==> src/rtl/ddfs_pkg.sv <==
// ddfs_pkg: shared widths and enums for the ddfs sweep sequencer
package ddfs_pkg;
  localparam int DDFS_FW = 23;
  typedef enum logic [1:0] {SINGLE = 2'd0, REPEAT = 2'd1, TRIANGLE = 2'd2} sweep_mode_t;
  typedef enum logic [1:0] {IDLE = 2'd0, SWEEP = 2'd1, HOLD_END = 2'd2} sweep_state_t;
endpackage

==> src/rtl/ddfs_step_next.sv <==
// ddfs_step_next: one sweep step toward stop, clamped at stop and at the word range
module ddfs_step_next #(
  parameter int FW = 23
) (
  input  logic [FW-1:0] cur,
  input  logic [FW-1:0] step,
  input  logic [FW-1:0] stop,
  input  logic          dir,
  output logic [FW-1:0] nxt,
  output logic          at_end
);
  logic [FW:0] sum;
  // the extra top bit catches overflow going up and underflow going down
  always_comb begin
    sum = dir ? {1'b0, cur} + {1'b0, step} : {1'b0, cur} - {1'b0, step};
    at_end = sum[FW] | (dir ? sum[FW-1:0] >= stop : sum[FW-1:0] <= stop);
    nxt = at_end ? stop : sum[FW-1:0];
  end
endmodule

==> src/rtl/ddfs_sweep.sv <==
// ddfs_sweep: steps the ddfs tuning word from f_start to f_stop with a fixed dwell per value
module ddfs_sweep
  import ddfs_pkg::*;
#(
  parameter int FW = DDFS_FW,
  parameter int DW = 16
) (
  input  logic          clk,
  input  logic          rst_n,
  input  logic          start,
  input  logic          abort,
  input  logic [1:0]    mode,
  input  logic [FW-1:0] f_start,
  input  logic [FW-1:0] f_stop,
  input  logic [FW-1:0] f_step,
  input  logic [DW-1:0] dwell,
  output logic [FW-1:0] fcontrol,
  output logic          busy,
  output logic          done,
  output logic          wrap
);
  sweep_state_t  state_q;
  logic [FW-1:0] fcontrol_q, org_q, end_q, step_q, tgt, nxt;
  logic [DW-1:0] dwell_q, cnt_q;
  logic [1:0]    mode_q;
  logic          up_q, rev_q, eq_q, busy_q, done_q, wrap_q;
  logic          eff_rev, at_end;
  // in triangle HOLD_END the step is taken in the reversed direction so endpoints are not repeated
  always_comb begin
    eff_rev = rev_q ^ (state_q == HOLD_END && mode_q == TRIANGLE);
    tgt = eff_rev ? org_q : end_q;
  end
  ddfs_step_next #(.FW(FW)) u_step (
    .cur(fcontrol_q), .step(step_q), .stop(tgt), .dir(up_q ^ eff_rev), .nxt(nxt), .at_end(at_end)
  );
  // sweep FSM with dwell counter, latched configuration and registered outputs
  always_ff @(posedge clk or negedge rst_n) begin
    if (!rst_n) begin
      state_q <= IDLE;
      fcontrol_q <= '0;
      org_q <= '0;
      end_q <= '0;
      step_q <= '0;
      dwell_q <= '0;
      cnt_q <= '0;
      mode_q <= '0;
      up_q <= 1'b0;
      rev_q <= 1'b0;
      eq_q <= 1'b0;
      busy_q <= 1'b0;
      done_q <= 1'b0;
      wrap_q <= 1'b0;
    end else begin
      done_q <= 1'b0;
      wrap_q <= 1'b0;
      if (state_q == IDLE) begin
        if (start && !abort) begin
          mode_q <= mode;
          org_q <= f_start;
          end_q <= f_stop;
          step_q <= f_step;
          dwell_q <= dwell;
          fcontrol_q <= f_start;
          cnt_q <= dwell;
          up_q <= f_stop >= f_start;
          rev_q <= 1'b0;
          eq_q <= f_stop == f_start;
          busy_q <= 1'b1;
          state_q <= f_stop == f_start ? HOLD_END : SWEEP;
        end
      end else if (abort) begin
        state_q <= IDLE;
        busy_q <= 1'b0;
      end else if (cnt_q != '0) begin
        cnt_q <= cnt_q - DW'(1);
      end else begin
        cnt_q <= dwell_q;
        if (state_q == SWEEP) begin
          fcontrol_q <= nxt;
          state_q <= at_end ? HOLD_END : SWEEP;
          wrap_q <= at_end && rev_q;
        end else if (mode_q == REPEAT) begin
          fcontrol_q <= org_q;
          wrap_q <= 1'b1;
          state_q <= eq_q ? HOLD_END : SWEEP;
        end else if (mode_q == TRIANGLE) begin
          fcontrol_q <= nxt;
          rev_q <= eff_rev;
          wrap_q <= at_end && eff_rev;
          state_q <= at_end ? HOLD_END : SWEEP;
        end else begin
          done_q <= 1'b1;
          busy_q <= 1'b0;
          state_q <= IDLE;
        end
      end
    end
  end
  assign fcontrol = fcontrol_q;
  assign busy = busy_q;
  assign done = done_q;
  assign wrap = wrap_q;
endmodule

==> config.mk <==
export PLATFORM = sky130hd
export DESIGN_NAME = ddfs_sweep
export DESIGN_NICKNAME = d
export VERILOG_FILES = /design/src/rtl/ddfs_pkg.sv /design/src/rtl/ddfs_step_next.sv /design/src/rtl/ddfs_sweep.sv
export SDC_FILE = /design/constraint.sdc
export NUM_CORES = 1
export LEC_CHECK = 0
export BUFFER_PORTS_ARGS = -buffer_cell sky130_fd_sc_hd__buf_2
export CAP_MARGIN = 20
export CORE_AREA = 3 3 157 129
export DETAILED_ROUTE_END_ITERATION = 8
export DIE_AREA = 0 0 160 132
export PLACE_DENSITY = 0.81
export SETUP_SLACK_MARGIN = 0.3
export SLEW_MARGIN = 20
export SYNTH_ARGS = -nofsm -noshare
export SYNTH_HDL_FRONTEND = slang
export SYNTH_SLANG_ARGS = --single-unit
==> constraint.sdc <==
create_clock -name clk -period 5.9 [get_ports clk]
set_input_delay 1.18 -clock clk [delete_from_list [all_inputs] [get_ports clk]]
set_output_delay 1.18 -clock clk [all_outputs]
set_load 0.005 [all_outputs]
; ---- Word level (Yosys, flattened, before mapping)
; Cells that the tools add are included.
[totals]
register_bits = 134
input_bits = 91
out_inout_bits = 26
[classes]
add_sub_neg = 3
n_lt_le_gt_ge = 3
eq_ne = 14
mux = 51
n_bitwise = 3
reduce_logical = 15
[op_table]
columns = cell, n
row1 = 23-bit two-way mux, 9
row2 = 16-bit two-way mux, 4
row3 = 23-bit >= comparator, 2
row4 = 1-bit two-way mux, 27
row5 = 23-bit by 23-bit adder with 24-bit output, 1
row6 = 24-bit two-way mux, 1
row7 = 23-bit by 23-bit subtractor with 24-bit output, 1
row8 = 23-bit == test, 1
row9 = 23-bit <= comparator, 1
row10 = 2-bit two-way mux, 10
row11 = 16-bit nonzero test, 1
row12 = 16-bit by 1-bit subtractor with 16-bit output (second input constant), 1
row13 = 3-bit != test (second input constant), 3
row14 = 2-bit != test (second input constant), 3
row15 = 2-bit AND reduction, 3
row16 = 6-bit AND reduction, 1
row17 = 5-bit AND reduction, 1
row18 = 2-bit by 1-bit == test with 1-bit output (second input constant), 2
row19 = 2-bit == test (second input constant), 2
row20 = 1-bit logical AND, 4
row21 = 2-bit by 1-bit != test with 1-bit output (second input constant), 2
row22 = 4-bit AND reduction, 1
row23 = 4-bit nonzero test, 1
row24 = 3-bit by 2-bit != test with 1-bit output (second input constant), 1
row25 = 5 further kinds, 6

; ---- Longest topological paths before layout
[logic_depth]
depth_word = 15
ltp_mapped = 28
depth_no_buf = 26

; ---- Cells and area by module
; From an unflattened synthesis, not the netlist that was laid out.
[unflattened]
hier_cells = 1211
area_unflattened_um2 = 9736.8
[by_module_without_submodules]
columns = module, instances, cells_per_inst, area_each_um2, seq_area_each_um2
row1 = ddfs_sweep, 1, 852, 7054.3, 3353.2
row2 = ddfs_step_next, 1, 359, 2682.6, 0.0

; ---- Worst setup path before layout
; Ideal clock, no wire load.
[synth_path]
kind = reg-to-reg
start = register mode_q[0]
end = register fcontrol_q[15] (netlist: fcontrol[15])
setup_time_ps = 69
arrival_ps = 5897
t_required_ps = 5831
setup_slack_ps = -65
path_stages_with_launch = 28
path_buffers = 2
cell_sequence = dfrtp_1 > inv_1 > ha_1 > nand3b_1 > xor2_2 > xnor2_1 > clkbuf_1 > nor2_1 > xor2_1 > ha_1 > a211oi_1 > o21ai_0 > o31ai_1 > a21oi_1 > o41ai_1 > o21ai_0 > xor2_1 > ha_1 > nand3_1 > nor3_1 > a221oi_1 > o21ai_0 > o211ai_1 > mux2i_1 > or2_1 > buf_6 > or4_1 > nand3_1
[synth_between]
elab_chain_cells = 15
elab_cells_between_ends = 20
classes_between = order compare (2) / eq/ne (2) / mux (10) / bitwise (3) / reduce/logical (3)
[synth_rtl]
columns = item, line_no
row1 = start: declaration, ddfs_sweep.sv:25  ; logic [1:0] mode_q;
row2 = start signal: assignment, ddfs_sweep.sv:58  ; mode_q <= mode;
row3 = 2-bit == test, "ddfs_sweep.sv:30, ddfs_sweep.sv:86"
row4 = 1-bit logical AND, ddfs_sweep.sv:30  ; eff_rev = rev_q ^ (state_q == HOLD_END && mode_q == TRIANGLE);
row5 = 1-bit XOR, ddfs_sweep.sv:30
row6 = 1-bit XOR, ddfs_sweep.sv:34  ; .cur(fcontrol_q), .step(step_q), .stop(tgt), .dir(up_q ^ eff_rev), .nxt(nxt), .at_end(at_end)
row7 = 24-bit two-way mux, ddfs_step_next.sv:15  ; sum = dir ? {1'b0, cur} + {1'b0, step} : {1'b0, cur} - {1'b0, step};
row8 = 23-bit <= comparator / 23-bit >= comparator (equally long branches), ddfs_step_next.sv:16  ; at_end = sum[FW] | (dir ? sum[FW-1:0] >= stop : sum[FW-1:0] <= stop);
row9 = 1-bit two-way mux, ddfs_step_next.sv:16
row10 = 1-bit OR, ddfs_step_next.sv:16
row11 = 23-bit two-way mux, ddfs_step_next.sv:17  ; nxt = at_end ? stop : sum[FW-1:0];
row12 = 23-bit two-way mux, ddfs_sweep.sv:86  ; end else if (mode_q == TRIANGLE) begin
row13 = 23-bit two-way mux, ddfs_sweep.sv:82  ; end else if (mode_q == REPEAT) begin
row14 = 23-bit two-way mux, ddfs_sweep.sv:78  ; if (state_q == SWEEP) begin
row15 = 23-bit two-way mux, ddfs_sweep.sv:74  ; end else if (cnt_q != '0) begin
row16 = 23-bit two-way mux, ddfs_sweep.sv:71  ; end else if (abort) begin
row17 = 23-bit two-way mux, ddfs_sweep.sv:56  ; if (state_q == IDLE) begin
row18 = end signal: assignment, ddfs_sweep.sv:63  ; fcontrol_q <= f_start;
row19 = end signal: assignment, ddfs_sweep.sv:79  ; fcontrol_q <= nxt;
row20 = end signal: assignment, ddfs_sweep.sv:83  ; fcontrol_q <= org_q;
row21 = end: declaration, ddfs_sweep.sv:23  ; logic [FW-1:0] fcontrol_q, org_q, end_q, step_q, tgt, nxt;
; Several ways; a longest one is shown, not always the timed one. The select of a mux whose other input is x is not followed.
; A chain may end at the register's enable or synchronous reset.

; ---- Worst setup path after layout
[layout_path]
start = register mode_q[0]
end = register fcontrol_q[17] (netlist: fcontrol[17])
; The elaborated chain is that of the path after synthesis.

==> flow_results.org <==
** Run status
- Result of the run :: finished, violations left
- The checks that failed: negative setup slack.

** Logic synthesis
- Largest area contributor in the synthesized netlist :: dfrtp_1
- Yosys mapped a number of flops with a built-in enable equal to 0.
- Cell types occupying the most area after synthesis :: dfrtp_1 (36%), ha_1 (10%), nand2_1 (10%), o21ai_0 (5.3%), a21oi_1 (5.0%)
- When the netlist entered floorplanning its net count stood at 1,320.
- Of the post-synthesis cell area, the dominant cell type holds 0.3591.
- In this run, distinct cell masters in the synthesized netlist total 58.
- Commonest cells in the netlist :: nand2_1 (256), dfrtp_1 (134), o21ai_0 (98)
- Syn Area/Cell :: 8.114 sq um
- Sequential element share of the synthesized area :: 0.3591
- FF+latch count, synth :: 134
- During synthesis, Yosys emitted a total of 0 warnings.
- The most used flip-flop cell after synthesis is dfrtp_1.
- Cell with the most instances after synthesis :: nand2_1
- Post-synthesis cell count :: 1,151
- Summing every instance area after synthesis gives 0.009339 sq mm.
- Synth async-reset ratio :: 1.000

** Final layout
- Syn-to-layout area delta :: 27.56%
- The sequential cells in the finished layout cover a total of 0.003353 sq mm.
- Final net count :: 1,492
- Count of filler cells inserted in the layout :: 1,540
- Summing all multi-input logic gate instances after layout gives 0.006180 sq mm.
- In the final layout, the share of cells above drive strength 1 is 0.2464.
- Number of inserted diodes :: 0

** STA
- The clock arrives with 0.02216 ns of skew.
- Of the available clock period, the critical path in the final layout requires 1.016.
- In this run the tightest slew margin relative to its limit is 0.3075.
- The final hold violation count is 0.
- Once routing completed, OpenROAD measured the worst setup slack at -0.09384 ns.
- Setup violations remaining at the end of the flow were counted as 5.
- After layout, the minimum clock period comes to 5.994 ns.
- Setup repair after global routing could not meet its margin everywhere.
- Hold is met by 0.4783 ns.
- Final Slew Violations :: 0
- Maximum clock frequency :: 0.1668 GHz
- Worst-margin pin slew :: 1.036 ns

** Placed design
- Pre-CTS setup slack :: -0.2128 ns
- During placement, the flow inserted port buffers numbering 116.
- Routability-driven placement finished with a final weighted congestion of 0.9553.
- Detailed placement ended at an HPWL of 20.67 mm.

** Worst setup path
- In this run the number of cells on the critical path is 29.
- Critical Path RT :: 6.20 ns
- Together, buffers and inverters on the worst path number 5.
- Measured in cells, the most critical reg-to-reg path has a length of 29.
- Family with the most delay on the worst path :: compound AO/OA/AOI/OAI gates
- In this design, the stage delay of the slowest critical-path cell is 0.49 ns.
- STA classifies the critical path startpoint as a register.
- Worst Path Max Fanout :: 5
- For this design, the slowest cell found on the critical path is or4_4.
- STA puts the critical path data arrival time at 6.30 ns.
- Worst Setup End Kind :: register
- Kind of critical path :: register to register

** Power and ir drop
- IR analysis of the VDD net gives a maximum drop of 0.2989 mV.
- Leakage power :: 0.005900 uW
- Total power density per cell area :: 530.7 mW/mm^2

** Floorplanning
- Total die area :: 0.02112 sq mm
- The floorplan step set the die width to 160 um.
- I/O pin count :: 117
- The initial utilization of the core area, before any placement, comes to 0.4966.
- Placeable core area :: 0.01881 sq mm
- The initialized floorplan defines 45 standard-cell rows.
- From bottom edge to top edge, the die measures 132 um.

** Global route
- Global routing finished with a remaining overflow of 0.
- The initial antenna violation count came to 0.
- The number of global-route vias before repair was 8,733.
- The first global-routing pass estimated 46.51 mm of wire.
- GRT Total Usage :: 0.2743
- Entering global routing, the biggest net connects 90 pins.

** CTS
- Clock latency on the worst-skew pair, taken at its later pin, is 0.44 ns.
- Worst-path clk slew :: 0.06 ns
- The clock passes through at most 2 buffers.
- Number of levels in the clock H-tree :: 4
- Clk Tree Root Cell :: clkbuf_16
- Clock tree from TritonCTS :: yes
- The number of clock buffers added by TritonCTS is 17.
- Total number of clock tree sinks :: 134
- Hold bufs inserted after CTS :: 0

** Detailed routing
- Average detailed-routed wire length per instance :: 19.21 um
- Total wire length after detailed routing :: 30.61 mm
- Iteration-0 DRC count of the detailed router :: 1,038
- The first TritonRoute pass finished after 5 iterations.
- In this run the remaining antenna-violating nets after routing total 0.
- In the routed design, unresolved DRC markers number 0.
- The final route contains 9,511 vias.
- Via/cell ratio :: 5.970

** Worst hold path
- The min-delay analysis places its worst path in the category register to register.
- Number of cells on the worst hold path :: 2

** Flow run
- Across the run, the number of max-cap violations was 0.
sequential cells by signal (all words and copies together) (netlist names):
register,count
busy,1
dwell_q,16
done,1
state_q,2
fcontrol,23
up_q,1
cnt_q,16
step_q,23
end_q,23
eq_q,1
rev_q,1
mode_q,2
org_q,23
wrap,1
placed cells by master (no fill, tap or decap), types with 5 or more instances in the layout:
cell	n
nand2_1	254
dfrtp_1	134
buf_2	115
a21oi_1	81
o21ai_0	80
buf_4	75
ha_1	70
nor2_1	61
inv_1	36
nand3_1	29
mux2i_1	28
a21o_1	26
xnor2_1	20
xor2_1	19
clkbuf_16	18
nor3_1	17
nand4_1	17
a22oi_1	17
o21ai_1	14
buf_6	14
a21oi_2	12
a211oi_1	12
o211ai_1	10
and2_1	9
nor4_1	8
nand2b_1	7
o22ai_1	7
or4_4	6
nand3b_1	6
xnor2_2	6
o21ai_2	6
nor2b_1	6
ha_4	6
o31ai_1	5
layout make-up:
type	count	area share
inverter	37	0.01166
multi-input combinational	927	0.5187
clock inverter	12	0.01082
sequential	134	0.2815
timing repair buffer	206	0.1122
tap	258	0.02710
clock buffer	19	0.03802
power by group:
part / leakage [uW] / total (uW) / switching (uW) / internal [uW]
combinational: 0.00395 / 3910 / 2100 / 1810
clock: 0.000281 / 1070 / 431 / 640
sequential: 0.00167 / 1340 / 224 / 1120
total: 0.00590 / 6320 / 2750 / 3570
timing repair:
item	in CTS	in global routing
buffers inserted	29	14
resized for setup	61	56
endpoints found under the setup margin	26	26
pin swaps	34	52
gates cloned	1	2
worst paths after layout:
kind                                    startpoint  slack, ns                       end
max                          mode_q[0]$_DFFE_PN0P_      -0.09  fcontrol[17]$_DFFE_PN0P_
max in group asynchronous                    rst_n       3.97    step_q[16]$_DFFE_PN0P_
min                        dwell_q[13]$_DFFE_PN0P_       0.48   dwell_q[13]$_DFFE_PN0P_
min in group asynchronous                    rst_n       0.77     end_q[14]$_DFFE_PN0P_
min reg2reg                dwell_q[13]$_DFFE_PN0P_       0.48   dwell_q[13]$_DFFE_PN0P_
max reg2reg                  mode_q[0]$_DFFE_PN0P_      -0.09  fcontrol[17]$_DFFE_PN0P_
tightest hold or removal path, cell delays in order (launching register included):
cell and delay, ns:
dfrtp_1 0.35, nand2_1 0.05, nand2_1 0.05
routing by layer:
layer / routed length, um / part of all wire / global-route usage / vias up
met3: 3010 / 0.098 / 0.06595 / 76
met2: 13410 / 0.44 / 0.3996 / 533
met1: 13440 / 0.44 / 0.4066 / 4491
met4: 740 / 0.024 / 0.07614 / 0
met5: 0 / 0 / 0 / -
li1: - / - / - / 4411
through the flow:
| step | utilization | std cells | total power (uW) | setup TNS (ns) | area, sq um |
|---|---|---|---|---|---|
| floorplan | - | 1151 | 3288 | 0 | 9405 |
| global placement | 0.5553 | 1516 | 4124 | 0 | 10440 |
| detailed placement | 0.5553 | 1516 | 4190 | -2.397 | 10440 |
| CTS | 0.6140 | 1577 | 5724 | 0 | 11550 |
| global route | 0.6335 | 1593 | 6689 | -5.274 | 11910 |
| finish | 0.6335 | 1593 | 6322 | -0.2418 | 11910 |
cell families (layout without fill, tap and decap cells):
logic type      count (synthesis)  in the layout  synth area share
buf+inv                        91            274           0.03751
mux                            31             31           0.03336
flops                         134            134            0.3591
xor+xnor                       50             50           0.04770
simple gates                  460            461            0.2213
compound gates                307            307            0.1957
fa+ha+maj                      78             78            0.1053
No activity file was read; power rests on OpenSTA's default activity.
